`config.mk`:
```
export PLATFORM = sky130hd
export DESIGN_NAME = wt_8b_mult
export DESIGN_NICKNAME = d
export VERILOG_FILES = /design/src/rtl/wt_mult_pkg.sv /design/src/rtl/wt_fa.sv /design/src/rtl/wt_8b_mult.sv
export SDC_FILE = /design/constraint.sdc
export NUM_CORES = 1
export LEC_CHECK = 0
export ABC_AREA = 1
export CORE_ASPECT_RATIO = 0.7
export CORE_MARGIN = 2
export CORE_UTILIZATION = 40
export DETAILED_ROUTE_END_ITERATION = 8
export PLACE_DENSITY = 0.66
export REMOVE_ABC_BUFFERS = 1
export SETUP_SLACK_MARGIN = 0.15
export SLEW_MARGIN = 20
export SYNTH_ARGS = -nofsm -noshare
export SYNTH_HDL_FRONTEND = slang
export SYNTH_HIERARCHICAL = 1
export SYNTH_SLANG_ARGS = --single-unit
export TNS_END_PERCENT = 10
```
`constraint.sdc`:
```
create_clock -name clk -period 25.4 [get_ports clk]
set_input_delay 5.08 -clock clk [delete_from_list [all_inputs] [get_ports clk]]
set_output_delay 5.08 -clock clk [all_outputs]
set_load 0.03 [all_outputs]
```
`src/rtl/wt_mult_pkg.sv`:
```
// Shared widths and the product word type for the Wallace-tree 8x8 multiplier.
package wt_mult_pkg;

    localparam int W  = 8;
    localparam int PW = 2 * W;

    typedef logic [PW-1:0] prod_t;

endpackage : wt_mult_pkg

```
`src/rtl/wt_fa.sv`:
```
// One-bit full adder; the only arithmetic cell used by the reduction tree and final adder.
module wt_fa (
    input  logic a,
    input  logic b,
    input  logic cin,
    output logic sum,
    output logic cout
);

    logic ab_x;

    assign ab_x = a ^ b;
    assign sum  = ab_x ^ cin;
    assign cout = (a & b) | (cin & ab_x);

endmodule : wt_fa

```
`src/rtl/wt_8b_mult.sv`:
```
// 8x8 unsigned multiplier: partial products, four 3:2 carry-save layers (8->6->4->3->2 rows),
// ripple carry-propagate adder and a registered 16-bit product with 1-cycle latency.
module wt_8b_mult
    import wt_mult_pkg::*;
(
    input  logic          clk,
    input  logic          rst_n,
    input  logic          in_valid,
    input  logic [W-1:0]  in0,
    input  logic [W-1:0]  in1,
    output logic          out_valid,
    output logic [PW-1:0] out0
);

    // Rows are kept as full-width column vectors so each bit index is one column of the tree.
    prod_t l0 [8];
    prod_t l1 [6];
    prod_t l2 [4];
    prod_t l3 [3];
    prod_t l4 [2];
    prod_t product_next;
    prod_t product_reg;
    logic  valid_reg;

    // Partial products: row i holds in0 & in1[i], weighted by 2^i.
    for (genvar gi = 0; gi < 8; gi++) begin : g_pp
        logic [W-1:0] pp_row;
        assign pp_row = in0 & {W{in1[gi]}};
        assign l0[gi] = prod_t'({{W{1'b0}}, pp_row}) << gi;
    end

    // Layer 1: two 3:2 groups on rows 0-5, rows 6-7 pass through.
    for (genvar gi = 0; gi < 2; gi++) begin : g_l1
        prod_t         s;
        logic [PW-2:0] c;
        for (genvar ci = 0; ci < PW; ci++) begin : g_col
            if (ci < PW - 1) begin : g_fa
                wt_fa u_fa (
                    .a    (l0[3*gi][ci]),
                    .b    (l0[3*gi+1][ci]),
                    .cin  (l0[3*gi+2][ci]),
                    .sum  (s[ci]),
                    .cout (c[ci])
                );
            end else begin : g_top
                // Carry out of the top column would be weight 2^16, which the product never reaches.
                assign s[ci] = l0[3*gi][ci] ^ l0[3*gi+1][ci] ^ l0[3*gi+2][ci];
            end
        end
        assign l1[2*gi]   = s;
        assign l1[2*gi+1] = {c, 1'b0};
    end
    assign l1[4] = l0[6];
    assign l1[5] = l0[7];

    // Layer 2: two 3:2 groups on rows 0-5.
    for (genvar gi = 0; gi < 2; gi++) begin : g_l2
        prod_t         s;
        logic [PW-2:0] c;
        for (genvar ci = 0; ci < PW; ci++) begin : g_col
            if (ci < PW - 1) begin : g_fa
                wt_fa u_fa (
                    .a    (l1[3*gi][ci]),
                    .b    (l1[3*gi+1][ci]),
                    .cin  (l1[3*gi+2][ci]),
                    .sum  (s[ci]),
                    .cout (c[ci])
                );
            end else begin : g_top
                assign s[ci] = l1[3*gi][ci] ^ l1[3*gi+1][ci] ^ l1[3*gi+2][ci];
            end
        end
        assign l2[2*gi]   = s;
        assign l2[2*gi+1] = {c, 1'b0};
    end

    // Layer 3: one 3:2 group on rows 0-2, row 3 passes through.
    for (genvar gi = 0; gi < 1; gi++) begin : g_l3
        prod_t         s;
        logic [PW-2:0] c;
        for (genvar ci = 0; ci < PW; ci++) begin : g_col
            if (ci < PW - 1) begin : g_fa
                wt_fa u_fa (
                    .a    (l2[0][ci]),
                    .b    (l2[1][ci]),
                    .cin  (l2[2][ci]),
                    .sum  (s[ci]),
                    .cout (c[ci])
                );
            end else begin : g_top
                assign s[ci] = l2[0][ci] ^ l2[1][ci] ^ l2[2][ci];
            end
        end
        assign l3[0] = s;
        assign l3[1] = {c, 1'b0};
    end
    assign l3[2] = l2[3];

    // Layer 4: final 3:2 group leaves two rows for the carry-propagate adder.
    for (genvar gi = 0; gi < 1; gi++) begin : g_l4
        prod_t         s;
        logic [PW-2:0] c;
        for (genvar ci = 0; ci < PW; ci++) begin : g_col
            if (ci < PW - 1) begin : g_fa
                wt_fa u_fa (
                    .a    (l3[0][ci]),
                    .b    (l3[1][ci]),
                    .cin  (l3[2][ci]),
                    .sum  (s[ci]),
                    .cout (c[ci])
                );
            end else begin : g_top
                assign s[ci] = l3[0][ci] ^ l3[1][ci] ^ l3[2][ci];
            end
        end
        assign l4[0] = s;
        assign l4[1] = {c, 1'b0};
    end

    // Ripple carry-propagate adder; bit 0 is a full adder with its carry-in tied low.
    logic [PW-1:0] fc;
    assign fc[0] = 1'b0;
    for (genvar ci = 0; ci < PW; ci++) begin : g_cpa
        if (ci < PW - 1) begin : g_fa
            wt_fa u_fa (
                .a    (l4[0][ci]),
                .b    (l4[1][ci]),
                .cin  (fc[ci]),
                .sum  (product_next[ci]),
                .cout (fc[ci+1])
            );
        end else begin : g_top
            assign product_next[ci] = l4[0][ci] ^ l4[1][ci] ^ fc[ci];
        end
    end

    // Product only loads on in_valid so idle cycles hold the last result.
    always_ff @(posedge clk) begin
        if (!rst_n) begin
            product_reg <= '0;
            valid_reg   <= 1'b0;
        end else begin
            valid_reg <= in_valid;
            if (in_valid) begin
                product_reg <= product_next;
            end
        end
    end

    assign out0      = product_reg;
    assign out_valid = valid_reg;

endmodule : wt_8b_mult

```
==> Yosys cells after proc, flatten, opt, wreduce, memory -nomap -nowiden <==
Cells that the tools add are included.
{ "totals": {"romBits": 0, "out_inout_bits": 17, "wordCells": 278, "memories": 0, "latch_bits": 0, "inputBits": 19, "ff_bits": 17, "mem_bits_rw": 0} }
{ "classes": {"n_div": 0, "addsub": 0, "reduce_logical": 0, "mul": 0, "shifts": 0, "bitwise_logic": 276, "n_mux": 0, "order_cmp": 0, "eq_ne": 0} }
{ "ops": {"columns": ["operator", "n"], "rows": [
  ["XOR 1 bit", 111],
  ["AND 1 bit", 110],
  ["AND 8 bit", 8],
  ["bitwise OR 1 bit", 47]
]} }

==> Longest topological paths before layout <==
Gate-level depths: netlist of run 1.
{ "depth": {"word_depth": 31, "depth_mapped": 31, "mapped_depth_nobuf": 30} }

==> Cells and area by module <==
Netlist of run 1, hierarchy kept.
{ "by_module_without_submodules": {"columns": ["module", "n_inst", "seq_area_each_um2", "area_each_um2", "cells_each"], "rows": [
  ["wt_fa", 105, 0.0, 20.0, 1],
  ["wt_8b_mult", 1, 340.3, 1270.0, 254]
]} }

==> Worst setup path after synthesis of run 1 <==
OpenSTA, ideal clock, no wires.
{ "synth_timing": {"kind": "input-to-reg", "start": "in in1[1]", "end": "reg product_reg[15] (netlist: out0[15])", "setup_time_ns": 0.056, "setup_slack_ns": 13.667, "n_path_buf": 1, "stages": 24, "t_required_ns": 25.344, "arrival_time_ns": 11.677, "path_cell_list": "clkbuf_1 nand2_1 inv_1 fa_1 fa_1 fa_1 fa_1 fa_1 fa_1 fa_1 fa_1 fa_1 fa_1 fa_1 fa_1 fa_1 fa_1 nand2_1 nand3_1 nand2_1 nand2_1 nand3_1 nand2_1 inv_1"} }
{ "synth_between": {"elab_cells_between_ends": 167, "cone_classes": "167 x bitwise"} }
{ "synth_rtl": {"columns": ["item", "line", "rtl"], "rows": [
  ["start: declaration", "wt_8b_mult.sv:10", "input logic [W-1:0] in1,"],
  ["AND 8 bit", "wt_8b_mult.sv:28", "assign pp_row = in0 & {W{in1[gi]}};"],
  ["named net g_pp[1].pp_row[4]", "wt_8b_mult.sv:27", "logic [W-1:0] pp_row;"],
  ["XOR 1 bit", "wt_fa.sv:12", "assign ab_x = a ^ b;"],
  ["XOR 1 bit", "wt_fa.sv:13", "assign sum = ab_x ^ cin;"],
  ["named net g_l1[0].s[5]", "wt_8b_mult.sv:34", "prod_t s;"],
  ["XOR 1 bit", "wt_fa.sv:12", null],
  ["XOR 1 bit", "wt_fa.sv:13", null],
  ["named net g_l2[0].s[5]", "wt_8b_mult.sv:58", "prod_t s;"],
  ["(+2 left out)", null, null],
  ["named net g_l3[0].s[5]", "wt_8b_mult.sv:79", "prod_t s;"],
  ["(+1 left out)", null, null],
  ["named net g_l4[0].s[5]", "wt_8b_mult.sv:101", "prod_t s;"],
  ["(+1 left out)", null, null],
  ["named net fc[6]", "wt_8b_mult.sv:121", "logic [PW-1:0] fc;"],
  ["(+2 left out)", null, null],
  ["named net fc[7]", "wt_8b_mult.sv:121", null],
  ["(+2 left out)", null, null],
  ["named net fc[8]", "wt_8b_mult.sv:121", null],
  ["(+2 left out)", null, null],
  ["named net fc[9]", "wt_8b_mult.sv:121", null],
  ["(+2 left out)", null, null],
  ["named net fc[10]", "wt_8b_mult.sv:121", null],
  ["(+2 left out)", null, null],
  ["named net fc[11]", "wt_8b_mult.sv:121", null],
  ["(+2 left out)", null, null],
  ["named net fc[12]", "wt_8b_mult.sv:121", null],
  ["(+2 left out)", null, null],
  ["named net fc[13]", "wt_8b_mult.sv:121", null],
  ["AND 1 bit", "wt_fa.sv:14", "assign cout = (a & b) | (cin & ab_x);"],
  ["bitwise OR 1 bit", "wt_fa.sv:14", null],
  ["named net fc[14]", "wt_8b_mult.sv:121", null],
  ["AND 1 bit", "wt_fa.sv:14", null],
  ["bitwise OR 1 bit", "wt_fa.sv:14", null],
  ["named net fc[15]", "wt_8b_mult.sv:121", null],
  ["XOR 1 bit", "wt_8b_mult.sv:133", "assign product_next[ci] = l4[0][ci] ^ l4[1][ci] ^ fc[ci];"],
  ["end signal: assignment", "wt_8b_mult.sv:145", "product_reg <= product_next;"],
  ["end: declaration", "wt_8b_mult.sv:22", "prod_t product_reg;"]
]} }
The timed path passes the listed nets, and every way through them passes these cells.
A chain may end at the register's enable or synchronous reset.

==> Final worst setup path of run 1 <==
{ "layout_timing": {"start": "in in1[2]", "end": "reg product_reg[15] (netlist: out0[15])"} }
{ "layout_between": {"elab_cells_between_ends": 154, "cone_classes": "154 x bitwise"} }
{ "layout_rtl": {"columns": ["item", "line"], "rows": [
  ["AND 8 bit", "wt_8b_mult.sv:28"],
  ["named net g_pp[2].pp_row[3]", "wt_8b_mult.sv:27"],
  ["XOR 1 bit", "wt_fa.sv:13"],
  ["named net g_l1[0].s[5]", "wt_8b_mult.sv:34"],
  ["XOR 1 bit", "wt_fa.sv:12"],
  ["XOR 1 bit", "wt_fa.sv:13"],
  ["named net g_l2[0].s[5]", "wt_8b_mult.sv:58"],
  ["XOR 1 bit", "wt_fa.sv:12"],
  ["(+1 left out)", null],
  ["named net g_l3[0].s[5]", "wt_8b_mult.sv:79"],
  ["(+1 left out)", null],
  ["named net g_l4[0].s[5]", "wt_8b_mult.sv:101"],
  ["(+1 left out)", null],
  ["named net fc[6]", "wt_8b_mult.sv:121"],
  ["(+2 left out)", null],
  ["named net fc[7]", "wt_8b_mult.sv:121"],
  ["(+2 left out)", null],
  ["named net fc[8]", "wt_8b_mult.sv:121"],
  ["(+2 left out)", null],
  ["named net fc[9]", "wt_8b_mult.sv:121"],
  ["(+2 left out)", null],
  ["named net fc[10]", "wt_8b_mult.sv:121"],
  ["(+2 left out)", null],
  ["named net fc[11]", "wt_8b_mult.sv:121"],
  ["(+2 left out)", null],
  ["named net fc[12]", "wt_8b_mult.sv:121"],
  ["(+2 left out)", null],
  ["named net fc[13]", "wt_8b_mult.sv:121"],
  ["AND 1 bit", "wt_fa.sv:14"],
  ["bitwise OR 1 bit", "wt_fa.sv:14"],
  ["named net fc[14]", "wt_8b_mult.sv:121"],
  ["AND 1 bit", "wt_fa.sv:14"],
  ["bitwise OR 1 bit", "wt_fa.sv:14"],
  ["named net fc[15]", "wt_8b_mult.sv:121"],
  ["XOR 1 bit", "wt_8b_mult.sv:133"]
]} }
The timed path passes the listed nets, and every way through them passes these cells.

==> flow_summary.toml, run 1 <==
[setup_path]
cp.arrival_ns = 12.35
endpoint_kind = "register"
critPathKind = "primary input to register"
worstPathBufferInverterCount = 3
r2r-start = "out0[4]"
slowest_delay_ns = 0.68
cp_top_family = "adder cells"
start_kind = "primary input"
path_common_cell = "fa_1"
crit_chain = "clkdlybuf4s50_1 > nand2_1 > inv_1 > fa_1 > fa_1 > fa_1 > fa_1 > fa_1 > fa_1 > fa_1 > fa_1 > fa_1 > fa_1 > fa_1 > fa_1 > fa_1 > fa_1 > nand2_1 > nand3_1 > nand2_1 > nand2_1 > nand3_1 > nand2_1 > inv_1"
crit_required_ns = 25.59
crit_start = "in1[2]"
crit_slowest_cell = "clkdlybuf4s50_1"
path_max_fanout = 8

[cells_and_area]
drive_above_1_share = 0.009070
synthToLayoutAreaGrowth_pct = 20.78
final_cells = 542
fin_nets = 566
diodes = 0
postLayoutCoreUtil = 0.5087

[placed_design]
hpwlAfterDp_mm = 5.740
io_buffers = 35
place_congestion = 0.8271
dpl.cell_count = 538
dp_slack_ns = 12.92

[yosys]
synth-edff-count = 0
ys.flop_type = "dfxtp_1"
netlist.area_leader.share = 0.6234
ys_seq_area_frac = 0.1009
synth_commonest_cells = "105 x fa_1, 91 x nand2_1, 74 x inv_1"
synthArstFlopShare = 0
ys_seq_elements = 17
yosys_warnings = 6
synthTopCellsByArea = "fa_1 62%, nand2_1 10%, dfxtp_1 10%, inv_1 8.2%, nor2_1 3.6%"
syn_avg_cell_area_um2 = 9.393
synth_cells = 359
syn_area_um2 = 3372
synth_top_area_cell = "fa_1"
synth.most_common_cell = "fa_1"
yosysUniqueCellTypes = 15

[floorplan]
initial_core_util = 0.4212
io_pins = 36
core-area_um2 = 8006
die_h_um = 80.82
rows = 27
dieWidth_um = 113.7
die-area_um2 = 9192

[drt]
via_per_inst = 4.242
final_antenna_net_count = 0
wl_met1_mm = 2.903
drtIter0Drc = 96
vias = 2299
drt_wl_total_mm = 6.381
drc = 0
dr_wl_met2_mm = 3.079
dr_wl_met3_um = 344
routedWlPerCell_um = 11.77
highest_layer = "met4"
drtPass1Iterations = 4

[worst_hold_path]
hold_class = "register to register"
hp-start = "out0[0]"

[timing]
fin_crit_sh = 0.4787
max_freq_mhz = 82.24
rsz0062_at_grt = "no"
worst-slew-pin-transition_ns = 0.5845
worst_slack_ns = 13.24
final-setup-viol-count = 0
drv_slew = 0
hold_viol = 0
clock_skew_ns = 0
fin_hold_ws_ns = 0.4941
finalSetupTns_ns = 0
relSlewSlack = 0.6091
period_needed_ns = 12.16

[clock_network]
tritoncts = "done"
cts.repair.resized = 0
cts.sinks = 17
clkLatencyLatePin_ns = 0.24
ctsLongestPathBuffers = 2
cts_inserted_buffers = 3
cts_hold_buf = 0
cts-root-buf = "clkbuf_16"
post_cts_buffers = 0
htree_levels = 1
cts.clk_slew.worst_paths_ns = 0.05

[global_routing]
grt_max_degree = 19
antenna_found_initial = 0
grt_pass1_vias = 2684
grt_pass1_wl_mm = 12.30
grt_use_total = 0.1701
grt.overflow.total = 0

[run]
maxCapViolCount = 0

[power]
p_leak_nw = 2.305
ir_drop_v = 0.00003683
powerDensity_nw_per_um2 = 92.30

[status]
status = "completed"
## per-layer routing
metal	up-vias	GRT usage
li1	1105	-
met1	1140	0.2489
met2	48	0.2814
met3	6	0.02761
met4	0	0.01829
met5	-	0
## sequential cells by signal, indices dropped and copies added, names as in the netlist
signal,cells
out_valid,1
out0,16
## path summary, 6_finish.rpt
| path | endpoint | slack (ns) | cells past startpoint |
|---|---|---|---|
| max | out0[15] | 13.24 | 24 |
| min | out0[0] | 0.49 | 2 |
| max reg2reg | out0[4] | 24.71 | 2 |
| min reg2reg | out0[0] | 0.49 | 2 |
## cell usage in the layout (no fill, tap or decap)
cell type,count
clkbuf_16,3
conb_1,63
nor2_1,32
fa_1,105
nand3_1,4
o21ai_1,4
dfxtp_1,17
o21ai_0,11
nand2_1,91
clkbuf_1,1
inv_2,1
clkdlybuf4s50_1,35
inv_1,74
## cell type report
cell class              instances  area, um^2
fillers                       752        3934
multi-input cells             310        2895
repair buffers                 35       350.3
flip-flops and latches         17       340.3
inverters                      75       281.5
well taps                     101       126.4
clock buffers                   4       78.83
## cell families (layout without fill, tap and decap cells)
family                     count (synthesis)  after routing  synth area share
buffers and inverters                     94            114            0.1095
adders and majority gates                105            105            0.6234
AOI/OAI and AO/OA                         15             15           0.02226
other                                      1             63          0.001112
DFF                                       17             17            0.1009
and+or+nand+nor                          127            127            0.1429
## worst min-delay path, delay by kind of cell, from the launching register on
| family | cells | cell delay (ns) |
|---|---|---|
| simple gates | 1 | 0.07 |
| compound gates | 1 | 0.06 |
| flops | 1 | 0.33 |
## report_power, final
group	total (mW)	internal, mW	switching (mW)
Sequential	0.0427	0.0370	0.00574
Clock	0.0302	0.0212	0.00900
Combinational	0.303	0.139	0.164
## per-stage QoR
stage / power (mW) / cell area [um^2]
floorplan: 0.2579 / 3517
detailed placement: 0.3399 / 3994
global route: 0.4339 / 4073
finish: 0.3759 / 4073
global placement: 0.3422 / 3994
CTS: 0.3781 / 4073
Note: power is estimated with default switching activity, not from simulation.
==> run 2: changes to the inputs <==
Settings changed: PLACE_DENSITY 0.66 to 0.68.
Clock period 25.4 ns to 9.78 ns, I/O delays scaled along.
==> run 2 against run 1 <==
Sequential cell count did not move. Core utilization grew 0.28 points. First-iteration DRC count rose by 1.0%. Combinational power increased to 2.6 times the previous value. Design area increased by 0.55%. Sequential power rose to 2.6 times the previous value. Total power grew to 2.6 times the previous value. Register-to-register slack got worse by 16 ns. Die area unchanged. Clock skew stayed put. Global-route usage grew 0.71 points. Via count up 2.5%. Largest cell class unchanged.
==> flow_summary.toml, run 2 (synthesis gave the netlist of run 1 again) <==
[status]
status = "completed"

[power]
p_leak_nw = 2.319
powerDensity_nw_per_um2 = 237.2
ir_drop_v = 0.00009991

[cells_and_area]
fillCellCount = 738
layout_commonest_cell = "fa_1"
multi_input_area_um2 = 2895
seq_area_um2 = 340.3
final_cells = 545
drive_above_1_share = 0.01577
diodes = 0
fin_nets = 569
synthToLayoutAreaGrowth_pct = 21.45
largest_reg_flops = 16
mostFrequentLayoutCells = "105 x fa_1, 91 x nand2_1, 74 x inv_1"

[drt]
final_antenna_net_count = 0
drtPass1Iterations = 4
vias = 2357
via_per_inst = 4.325
drtIter0Drc = 97
routedWlPerCell_um = 12.40
drt_wl_total_mm = 6.756
drc = 0

[clock_network]
cts_hold_buf = 0
cts-root-buf = "clkbuf_16"
post_cts_buffers = 0
htree_levels = 1
ctsLongestPathBuffers = 2
cts.clk_slew.worst_paths_ns = 0.05
cts.sinks = 17
cts.repair.resized = 0
cts_inserted_buffers = 3
tritoncts = "done"
clkLatencyLatePin_ns = 0.24

[timing]
clock_skew_ns = 0
drv_slew = 0
rsz0062_at_grt = "no"
finalSetupTns_ns = 0
fin_crit_sh = 0.9274
period_needed_ns = 9.070
worst-slew-pin-transition_ns = 0.5544
relSlewSlack = 0.6293
worst_slack_ns = 0.7104
hold_viol = 0
max_freq_mhz = 110.3
final-setup-viol-count = 0

[floorplan]
initial_core_util = 0.4212
die_h_um = 80.82
core-area_um2 = 8006
dieWidth_um = 113.7
io_pins = 36
rows = 27
die-area_um2 = 9192

[setup_path]
start_kind = "primary input"
r2r-start = "out0[10]"
crit_slowest_cell = "clkdlybuf4s50_1"
path_max_fanout = 8
cp_top_family = "adder cells"
crit_chain = "clkdlybuf4s50_1 > nand2_1 > inv_1 > fa_1 > fa_1 > fa_1 > fa_1 > fa_1 > fa_1 > fa_1 > fa_1 > fa_1 > fa_1 > fa_1 > fa_1 > fa_1 > fa_1 > nand2_1 > nand3_1 > nand2_1 > nand2_1 > nand3_1 > nand2_1 > inv_1"
path_common_cell = "fa_1"
slowest_delay_ns = 0.66
rr_worst_depth = 2
cp.arrival_ns = 9.26
crit_required_ns = 9.97
endpoint_kind = "register"
r2r_setup_slack_ns = 9.07
r2r_end = "out0[10]"
worstPathBufferInverterCount = 3
critPathKind = "primary input to register"

[worst_hold_path]
hold_class = "register to register"
hp-start = "out0[0]"
hold_end = "out0[0]"
hold_depth = 2

[global_routing]
antenna_found_initial = 0
grt_pass1_wl_mm = 12.68
grt_max_degree = 19
grt.overflow.total = 0
grt_pass1_vias = 2773
grt_use_total = 0.1772

[placed_design]
hpwlAfterDp_mm = 6.185
io_buffers = 35
place_congestion = 0.8484
dpl.cell_count = 541
dp_slack_ns = 0.4007

[run]
maxCapViolCount = 0
## run 2: cell count changes in the layout (fill, tap and decap cells not counted)
cell,previous run,this run
buf_4,0,3
## run 2: worst max-delay path by stage
stage | to | start | cells after the start | slack [ns]
2_1_floorplan | out0[15] | in1[0] | 23 | 1.38
6_report | out0[15] | in1[1] | 24 | 0.71
3_5_place_dp | out0[15] | in1[1] | 24 | 0.40
4_1_cts | out0[15] | in1[1] | 24 | 0.68
3_3_place_gp | out0[15] | in1[1] | 24 | 0.53
5_1_grt | out0[15] | in1[2] | 24 | 0.36
## run 2: stage by stage
step / utilization / instance area, um^2 / power (mW) / hold slack (ns)
final: 0.5115 / 4095 / 0.9712 / 0.4847
after global routing: 0.5115 / 4095 / 1.129 / 0.5416
after CTS: 0.5115 / 4095 / 0.9785 / 0.4875
after detailed placement: 0.5016 / 4016 / 0.8855 / 0.4749
after global placement: 0.5016 / 4016 / 0.8799 / 0.4747
after floorplan: - / 3517 / 0.6698 / 0.6208
## run 2: area by class of cell
| class | instances | share of cell area |
|---|---|---|
| clock buffers | 4 | 0.01925 |
| repair buffers | 38 | 0.09105 |
| multi-input cells | 310 | 0.7070 |
| inverters | 75 | 0.06874 |
| flip-flops and latches | 17 | 0.08310 |
| well taps | 101 | 0.03086 |
## run 2: report_power, final
part           leakage (nW)  switching (mW)  internal, mW
Sequential            0.141          0.0138        0.0961
Combinational          2.14           0.425         0.359
Clock                0.0382          0.0225        0.0550
Total                  2.32           0.461         0.510
## run 2: metal layers
| layer | GRT usage | wire (um) | part of all wire | vias up |
|---|---|---|---|---|
| met5 | 0 | 0 | 0 | - |
| met4 | 0.03293 | 109 | 0.016 | 0 |
| met3 | 0.02687 | 391 | 0.058 | 10 |
| met2 | 0.3090 | 3386 | 0.50 | 56 |
| met1 | 0.2419 | 2867 | 0.42 | 1180 |
| li1 | - | - | - | 1111 |
## run 2: worst reg2reg max path: cells and delay by family, from the launching register on
family	cells	cell delay, ns
flops	1	0.32
simple gates	1	0.07
compound gates	1	0.20
==> run 3: changes to the inputs <==
Settings changed: SKIP_LAST_GASP set to 1.
==> results of run 3 <==
Same layout as run 2: the final DEF is identical, and so are final timing and power.
